==> config.mk <==
export PLATFORM = sky130hd
export DESIGN_NAME = lcd_pattern_ctrl_flat
export DESIGN_NICKNAME = d
export VERILOG_FILES = /design/src/rtl/lcd_pkg.sv /design/src/rtl/lcd_pattern_ctrl_if.sv /design/src/rtl/key_debounce.sv /design/src/rtl/lcd_pattern_ctrl.sv /design/src/flat_wrapper.sv
export SDC_FILE = /design/constraint.sdc
export NUM_CORES = 1
export LEC_CHECK = 0
export CAP_MARGIN = 20
export CORE_UTILIZATION = 38
export CTS_BUF_LIST = sky130_fd_sc_hd__clkbuf_4
export CTS_CLUSTER_SIZE = 24
export DETAILED_ROUTE_END_ITERATION = 10
export HOLD_SLACK_MARGIN = 0.1
export SYNTH_ARGS = -nofsm -noshare
export SYNTH_HDL_FRONTEND = slang
export SYNTH_SLANG_ARGS = --single-unit
==> constraint.sdc <==
create_clock -name i_rgb_clk -period 2.2 [get_ports i_rgb_clk]
set_input_delay 0.44 -clock i_rgb_clk [delete_from_list [all_inputs] [get_ports i_rgb_clk]]
set_output_delay 0.44 -clock i_rgb_clk [all_outputs]
set_load 0.03 [all_outputs]
==> src/rtl/lcd_pkg.sv <==
// Shared types, color constants and the per-pixel pattern decode
// for the LCD test-pattern controller.
package lcd_pkg;

  localparam int H_ACTIVE_DEF = 800;
  localparam int V_ACTIVE_DEF = 480;
  localparam int BAR_W        = 100;

  typedef enum logic [2:0] {
    PAT_WHITE,
    PAT_RED,
    PAT_GREEN,
    PAT_BLUE,
    PAT_BARS,
    PAT_CHECKER,
    PAT_GRAY,
    PAT_BORDER
  } pattern_e;

  typedef enum logic {
    S_BLANK,
    S_RUN
  } state_e;

  localparam logic [23:0] COL_WHITE   = 24'hFFFFFF;
  localparam logic [23:0] COL_YELLOW  = 24'hFFFF00;
  localparam logic [23:0] COL_CYAN    = 24'h00FFFF;
  localparam logic [23:0] COL_GREEN   = 24'h00FF00;
  localparam logic [23:0] COL_MAGENTA = 24'hFF00FF;
  localparam logic [23:0] COL_RED     = 24'hFF0000;
  localparam logic [23:0] COL_BLUE    = 24'h0000FF;
  localparam logic [23:0] COL_BLACK   = 24'h000000;

  // Left-to-right order of the eight vertical color bars.
  localparam logic [23:0] BAR_COLORS [8] = '{
    COL_WHITE, COL_YELLOW, COL_CYAN, COL_GREEN,
    COL_MAGENTA, COL_RED, COL_BLUE, COL_BLACK
  };

  function automatic logic [23:0] pattern_color(
    input pattern_e    pat,
    input logic [10:0] x,
    input logic [10:0] y,
    input int          h_act,
    input int          v_act
  );
    logic [23:0] color;
    logic [2:0]  bar;
    color = COL_BLACK;
    bar   = '0;
    case (pat)
      PAT_WHITE:   color = COL_WHITE;
      PAT_RED:     color = COL_RED;
      PAT_GREEN:   color = COL_GREEN;
      PAT_BLUE:    color = COL_BLUE;
      PAT_BARS: begin
        for (int k = 1; k < 8; k++) begin
          if (x >= 11'(k * BAR_W)) bar = 3'(k);
        end
        color = BAR_COLORS[bar];
      end
      PAT_CHECKER: color = (x[5] ^ y[5]) ? COL_WHITE : COL_BLACK;
      PAT_GRAY:    color = {x[9:2], x[9:2], x[9:2]};
      PAT_BORDER: begin
        if (x == '0 || x == 11'(h_act - 1) || y == '0 || y == 11'(v_act - 1))
          color = COL_WHITE;
      end
      default:     color = COL_BLACK;
    endcase
    return color;
  endfunction

endpackage

==> src/rtl/lcd_pattern_ctrl_if.sv <==
// Pixel-path bundle between the timing generator / key inputs and the
// pattern controller.
interface lcd_pattern_ctrl_if;
  logic        i_key_n;
  logic        i_auto_en;
  logic        i_rgb_vs;
  logic        i_rgb_de;
  logic [10:0] i_rgb_x;
  logic [10:0] i_rgb_y;
  logic [23:0] o_rgb_data;
  logic        o_bl_en;
  logic [2:0]  o_pattern;
  logic        o_running;

  modport slave (
    input  i_key_n, i_auto_en, i_rgb_vs, i_rgb_de, i_rgb_x, i_rgb_y,
    output o_rgb_data, o_bl_en, o_pattern, o_running
  );

  modport master (
    output i_key_n, i_auto_en, i_rgb_vs, i_rgb_de, i_rgb_x, i_rgb_y,
    input  o_rgb_data, o_bl_en, o_pattern, o_running
  );
endinterface

==> src/rtl/key_debounce.sv <==
// Push-button conditioner: 2-FF synchronizer, stable-time debounce and a
// one-cycle pulse on each debounced press (high->low).
module key_debounce #(
  parameter int DB_CYCLES = 1000
) (
  input  logic i_clk,
  input  logic i_rst_n,
  input  logic i_key_n,
  output logic o_press
);
  localparam int CW = (DB_CYCLES > 1) ? $clog2(DB_CYCLES) : 1;

  logic [1:0]    r_sync;
  logic          r_db;
  logic          r_db_d;
  logic [CW-1:0] r_cnt;
  logic          w_sync;

  assign w_sync = r_sync[1];

  // Idle level is released (high) so reset never looks like a press.
  always_ff @(posedge i_clk or negedge i_rst_n) begin
    if (!i_rst_n) begin
      r_sync <= 2'b11;
      r_db   <= 1'b1;
      r_db_d <= 1'b1;
      r_cnt  <= '0;
    end else begin
      r_sync <= {r_sync[0], i_key_n};
      r_db_d <= r_db;
      if (w_sync == r_db) begin
        r_cnt <= '0;
      end else if (r_cnt == CW'(DB_CYCLES - 1)) begin
        r_db  <= w_sync;
        r_cnt <= '0;
      end else begin
        r_cnt <= r_cnt + CW'(1);
      end
    end
  end

  assign o_press = r_db_d & ~r_db;

endmodule

==> src/rtl/lcd_pattern_ctrl.sv <==
// Test-pattern controller: power-up blanking, key / auto pattern select
// applied only at frame start, and registered per-pixel pattern decode.
module lcd_pattern_ctrl
  import lcd_pkg::*;
#(
  parameter int CLK_FREQ_HZ  = 33_000_000,
  parameter int DEBOUNCE_MS  = 20,
  parameter int PWRUP_FRAMES = 4,
  parameter int AUTO_FRAMES  = 120,
  parameter int NUM_PATTERNS = 8,
  parameter int H_ACTIVE     = H_ACTIVE_DEF,
  parameter int V_ACTIVE     = V_ACTIVE_DEF
) (
  input logic          i_rgb_clk,
  input logic          i_rgb_rst_n,
  lcd_pattern_ctrl_if.slave bus
);
  localparam int DB_CYCLES = CLK_FREQ_HZ / 1000 * DEBOUNCE_MS;
  localparam int FW = (PWRUP_FRAMES > 1) ? $clog2(PWRUP_FRAMES) : 1;
  localparam int AW = (AUTO_FRAMES > 1) ? $clog2(AUTO_FRAMES) : 1;

  state_e        r_state,     w_state_next;
  pattern_e      r_pattern,   w_pattern_next;
  logic [FW-1:0] r_frame_cnt, w_frame_next;
  logic [AW-1:0] r_auto_cnt,  w_auto_next;
  logic          r_pending,   w_pending_next;
  logic          r_vs;
  logic [23:0]   r_rgb_data;
  logic          w_press;
  logic          w_fs;
  logic          w_advance;

  key_debounce #(
    .DB_CYCLES (DB_CYCLES)
  ) u_key_debounce (
    .i_clk   (i_rgb_clk),
    .i_rst_n (i_rgb_rst_n),
    .i_key_n (bus.i_key_n),
    .o_press (w_press)
  );

  // r_vs resets low so the first cycle after reset can never be a frame start.
  assign w_fs = r_vs & ~bus.i_rgb_vs;

  always_ff @(posedge i_rgb_clk or negedge i_rgb_rst_n) begin
    if (!i_rgb_rst_n) begin
      r_state     <= S_BLANK;
      r_pattern   <= PAT_WHITE;
      r_frame_cnt <= '0;
      r_auto_cnt  <= '0;
      r_pending   <= 1'b0;
      r_vs        <= 1'b0;
      r_rgb_data  <= '0;
    end else begin
      r_state     <= w_state_next;
      r_pattern   <= w_pattern_next;
      r_frame_cnt <= w_frame_next;
      r_auto_cnt  <= w_auto_next;
      r_pending   <= w_pending_next;
      r_vs        <= bus.i_rgb_vs;
      r_rgb_data  <= (r_state == S_RUN && bus.i_rgb_de)
                     ? pattern_color(r_pattern, bus.i_rgb_x, bus.i_rgb_y, H_ACTIVE, V_ACTIVE)
                     : '0;
    end
  end

  always_comb begin
    w_state_next   = r_state;
    w_pattern_next = r_pattern;
    w_frame_next   = r_frame_cnt;
    w_auto_next    = r_auto_cnt;
    w_pending_next = r_pending;
    w_advance      = 1'b0;
    case (r_state)
      S_BLANK: begin
        if (w_fs) begin
          if (r_frame_cnt == FW'(PWRUP_FRAMES - 1)) begin
            w_state_next = S_RUN;
            w_frame_next = '0;
          end else begin
            w_frame_next = r_frame_cnt + FW'(1);
          end
        end
      end
      S_RUN: begin
        // A press landing on the frame-start cycle counts as already pending.
        if (w_fs) begin
          if (r_pending || w_press) begin
            w_advance      = 1'b1;
            w_pending_next = 1'b0;
            w_auto_next    = '0;
          end else if (bus.i_auto_en && AUTO_FRAMES != 0) begin
            if (r_auto_cnt == AW'(AUTO_FRAMES - 1)) begin
              w_advance   = 1'b1;
              w_auto_next = '0;
            end else begin
              w_auto_next = r_auto_cnt + AW'(1);
            end
          end
        end else if (w_press) begin
          w_pending_next = 1'b1;
        end
        if (!bus.i_auto_en) w_auto_next = '0;
      end
      default: w_state_next = S_BLANK;
    endcase
    if (w_advance) begin
      w_pattern_next = (r_pattern == 3'(NUM_PATTERNS - 1))
                       ? PAT_WHITE : pattern_e'(r_pattern + 3'd1);
    end
  end

  assign bus.o_rgb_data = r_rgb_data;
  assign bus.o_bl_en    = (r_state == S_RUN);
  assign bus.o_running  = (r_state == S_RUN);
  assign bus.o_pattern  = r_pattern;

endmodule

==> src/flat_wrapper.sv <==
// flat-port wrapper written by rule: the top's interface ports become plain ports
module lcd_pattern_ctrl_flat import lcd_pkg::*;
#(
  parameter int CLK_FREQ_HZ  = 33_000_000,
  parameter int DEBOUNCE_MS  = 20,
  parameter int PWRUP_FRAMES = 4,
  parameter int AUTO_FRAMES  = 120,
  parameter int NUM_PATTERNS = 8,
  parameter int H_ACTIVE     = H_ACTIVE_DEF,
  parameter int V_ACTIVE     = V_ACTIVE_DEF
)
  (i_rgb_clk, i_rgb_rst_n, bus_i_key_n, bus_i_auto_en, bus_i_rgb_vs, bus_i_rgb_de, bus_i_rgb_x, bus_i_rgb_y, bus_o_rgb_data, bus_o_bl_en, bus_o_pattern, bus_o_running);
  lcd_pattern_ctrl_if bus_i ();
  input logic i_rgb_clk;
  input logic i_rgb_rst_n;
  input wire logic [$bits(bus_i.i_key_n)-1:0] bus_i_key_n;
  input wire logic [$bits(bus_i.i_auto_en)-1:0] bus_i_auto_en;
  input wire logic [$bits(bus_i.i_rgb_vs)-1:0] bus_i_rgb_vs;
  input wire logic [$bits(bus_i.i_rgb_de)-1:0] bus_i_rgb_de;
  input wire logic [$bits(bus_i.i_rgb_x)-1:0] bus_i_rgb_x;
  input wire logic [$bits(bus_i.i_rgb_y)-1:0] bus_i_rgb_y;
  output wire logic [$bits(bus_i.o_rgb_data)-1:0] bus_o_rgb_data;
  output wire logic [$bits(bus_i.o_bl_en)-1:0] bus_o_bl_en;
  output wire logic [$bits(bus_i.o_pattern)-1:0] bus_o_pattern;
  output wire logic [$bits(bus_i.o_running)-1:0] bus_o_running;
  assign bus_i.i_key_n = bus_i_key_n;
  assign bus_i.i_auto_en = bus_i_auto_en;
  assign bus_i.i_rgb_vs = bus_i_rgb_vs;
  assign bus_i.i_rgb_de = bus_i_rgb_de;
  assign bus_i.i_rgb_x = bus_i_rgb_x;
  assign bus_i.i_rgb_y = bus_i_rgb_y;
  assign bus_o_rgb_data = bus_i.o_rgb_data;
  assign bus_o_bl_en = bus_i.o_bl_en;
  assign bus_o_pattern = bus_i.o_pattern;
  assign bus_o_running = bus_i.o_running;
  lcd_pattern_ctrl #(.CLK_FREQ_HZ(CLK_FREQ_HZ), .DEBOUNCE_MS(DEBOUNCE_MS), .PWRUP_FRAMES(PWRUP_FRAMES), .AUTO_FRAMES(AUTO_FRAMES), .NUM_PATTERNS(NUM_PATTERNS), .H_ACTIVE(H_ACTIVE), .V_ACTIVE(V_ACTIVE)) u_core (.i_rgb_clk(i_rgb_clk), .i_rgb_rst_n(i_rgb_rst_n), .bus(bus_i));
endmodule
==> reports/metrics.yaml <==
hold_viol_final: 0
area_growth_pct: 29.8
rsz0062_at_grt: "no"
min_to: "u_core.u_key_debounce.r_sync[1]$_DFF_PN1_"
cp-end-kind: "output port"
synth_edf_count: 0
fmax_mhz: 484
ys.flop_type: "dfrtp_1"
synth_commonest_cells: "dfrtp_1, nor2_1, nand2_1, a31oi_1"
grt_max_degree: 64
cp.arrival_ns: 1.62
grt_overflow: 0
finalSetupViolations: 0
root_buffer: "clkbuf_4"
leakagePower_nw: 1.76
drive_above_1_share_pct: 18.6
hp-class: "flip-flop to flip-flop"
syn_inst: 313
initial_core_util_pct: 39.6
num_vias: 2603
synth.distinct_cells: 62
final_cells: 503
hp-start: "u_core.u_key_debounce.r_sync[0]$_DFF_PN1_"
crit-reg2reg-launch: "u_core.bus.o_pattern[1]$_DFFE_PN0P_"
io_buffers: 56
crit_path_cell_trace: "clkdlybuf4s50_1"
post-route-period-util_pct: 93.8
syn_avg_cell_area_um2: 10.4
cp.depth: 1
power_mw: 4.20
grt_use_total_pct: 17.1
placed_area_um2: 4090
yosysSeqAreaShare_pct: 48.4
cp_max_fo: 7
dp_cells: 486
grt_antenna_before_repair: 0
r2r-end: "u_core.bus.o_rgb_data[17]$_DFF_PN0_"
worst_slew_pin_slew_ns: 0.465
num_rows: 33
path_class: "flip-flop to output port"
hpwl_mm: 5.09
ir_drop_mv: 0.320
drt_iter0_markers: 94
pwr_density_cell_nw_per_um2: 989
status: "completed"
critPathMaxStageDelay_ns: 0.73
dr.pass1.iters: 5
hold_depth: 0
dieArea_um2: 8980
p_int_mw: 2.57
clock-sinks: 63
pwr-share-comb_pct: 43.6
yosys_warnings: 0
netSwitchingFraction_pct: 38.9
drc: 0
clkTransAtPathRegs_ns: 0.12
fin_area_um2: 4250
wirelength_mm: 7.06
cts_tree: "built"
die_h_um: 94.8
fin_nets: 430
critical_path_required_ns: 1.76
r2r_setup_slack_ns: 0.17
htree_levels: 3
die_w_um: 94.8
place_ws_ns: -0.158
cts_made_buffers: 9
first_global_vias: 2468
p_sw_mw: 1.63
io_pins: 57
synth.most_common_cell: "dfrtp_1"
ant_nets: 0
synth_area_leaders: "dfrtp_1, nor2_1, ha_1"
n_antenna_cell: 0
clk_latency_ns: 0.40
crit_family: "buffers and inverters"
synth.top_cell.area_share_pct: 45.1
ys_ff_latch: 63
ys_async_sr_fraction_pct: 100
synthesis.nets: 350
place.gp.congestion: 0.835
cts.path.max_buffers: 2
netlist_area_um2: 3270
seqPwrFrac_pct: 37.6
postCtsSetupRepairBufs: 0
core_area_um2: 8260
fin_ws_ns: 0.135
via_per_inst: 5.17
maxSlewViolCount: 0
final.min_clock_period_ns: 2.06
wl_per_cell_um: 14.0
yosys.area.top_type: "dfrtp_1"
skew_ns: 0.0218
crit_buf_inv: 1
start_kind: "flip-flop"
grt_pass1_wl_mm: 11.7
relSlewSlack_pct: 68.8
cap_violations: 0
p_clk_share_pct: 18.8
setup_tns_ns: 0
crit_slowest_cell: "clkdlybuf4s50_1"
reg2reg_depth: 7
## how the worst max path moves through the flow
stage | endpoint | from
after floorplan | u_core.bus.o_rgb_data[6]$_DFF_PN0_ | u_core.bus.o_pattern[0]$_DFFE_PN0P_
after global placement | u_core.bus.o_rgb_data[4]$_DFF_PN0_ | bus_i_rgb_x[4]
after detailed placement | u_core.bus.o_rgb_data[4]$_DFF_PN0_ | bus_i_rgb_x[4]
after CTS | bus_o_running | u_core.bus.o_bl_en$_DFF_PN0_
after global routing | u_core.bus.o_rgb_data[17]$_DFF_PN0_ | u_core.bus.o_pattern[1]$_DFFE_PN0P_
final | bus_o_pattern[2] | u_core.bus.o_pattern[2]$_DFFE_PN0P_
## placed cells by master, fill, tap and decap left out, drive strengths merged, types with 3 or more instances in the layout
| master | instances |
|---|---|
| nor2 | 39 |
| buf | 29 |
| nand4 | 10 |
| o31ai | 4 |
| xor2 | 10 |
| mux2 | 4 |
| o21ai | 10 |
| dfrtp | 59 |
| a21oi | 5 |
| a31oi | 17 |
| and4 | 4 |
| nand3 | 11 |
| dfstp | 4 |
| xnor2 | 11 |
| nor3 | 8 |
| nor2b | 3 |
| ha | 9 |
| and3 | 3 |
| nor4 | 7 |
| nand4b | 3 |
| clkinv | 3 |
| a211oi | 4 |
| nand2b | 4 |
| a41oi | 8 |
| inv | 8 |
| clkdlybuf4s50 | 55 |
| nand2 | 27 |
| clkbuf | 11 |
## power by group through the flow
| stage | clock [mW] | combinational, mW | sequential, mW |
|---|---|---|---|
| finish | 0.788 | 1.83 | 1.58 |
| global route | 0.863 | 1.99 | 1.61 |
| CTS | 0.818 | 1.85 | 1.58 |
| detailed placement | 0 | 1.84 | 1.60 |
| global placement | 0 | 1.84 | 1.60 |
| floorplan | 0 | 0.654 | 2.00 |
## per-layer routing
layer,routed length [um],vias to the layer above,global-route usage (%)
li1,-,1299,-
met5,0,-,0
met3,298,7,3.14
met1,3290,1232,22.2
met2,3390,65,27.3
met4,86,0,8.59
## sequential cells by signal, indices dropped and copies added (netlist names)
signal	cells
u_core.u_key_debounce.r_cnt	20
u_core.bus.o_rgb_data	24
u_core.u_key_debounce.r_sync	2
u_core.bus.o_pattern	3
u_core.u_key_debounce.r_db_d	1
u_core.r_vs	1
u_core.r_frame_cnt	2
u_core.bus.o_bl_en	1
u_core.u_key_debounce.r_db	1
u_core.r_pending	1
u_core.r_auto_cnt	7
## repair_timing
item,CTS,global route
resized for setup,0,2
endpoints found under the hold margin,59,0
hold buffers,1,0
endpoints found under the setup margin,0,5
## stage by stage
stage	hold WS [ns]	util, %
after detailed placement	0.347	49.5
after floorplan	0.144	-
after global routing	0.367	51.4
final	0.362	51.4
after CTS	0.361	51.3
after global placement	0.348	49.5
## cell type report
type	count	area, um2
fillers	756	4010
flip-flops and latches	63	1580
multi-input cells	226	1560
repair buffers	85	801
well taps	105	131
clock buffers	11	82.6
clock inverters	5	60.1
inverters	8	30.0
## cell families (layout without fill, tap and decap cells)
family / after synthesis / in the layout / synth area share, %
adders and majority gates: 9 / 9 / 3.44
DFF: 63 / 63 / 48.4
buffers and inverters: 24 / 109 / 4.13
muxes: 6 / 6 / 1.99
xor gates and xnor gates: 21 / 21 / 5.85
AOI/OAI and AO/OA: 58 / 58 / 14.7
and+or+nand+nor: 132 / 132 / 21.5
(Power assumes the default switching activity.)
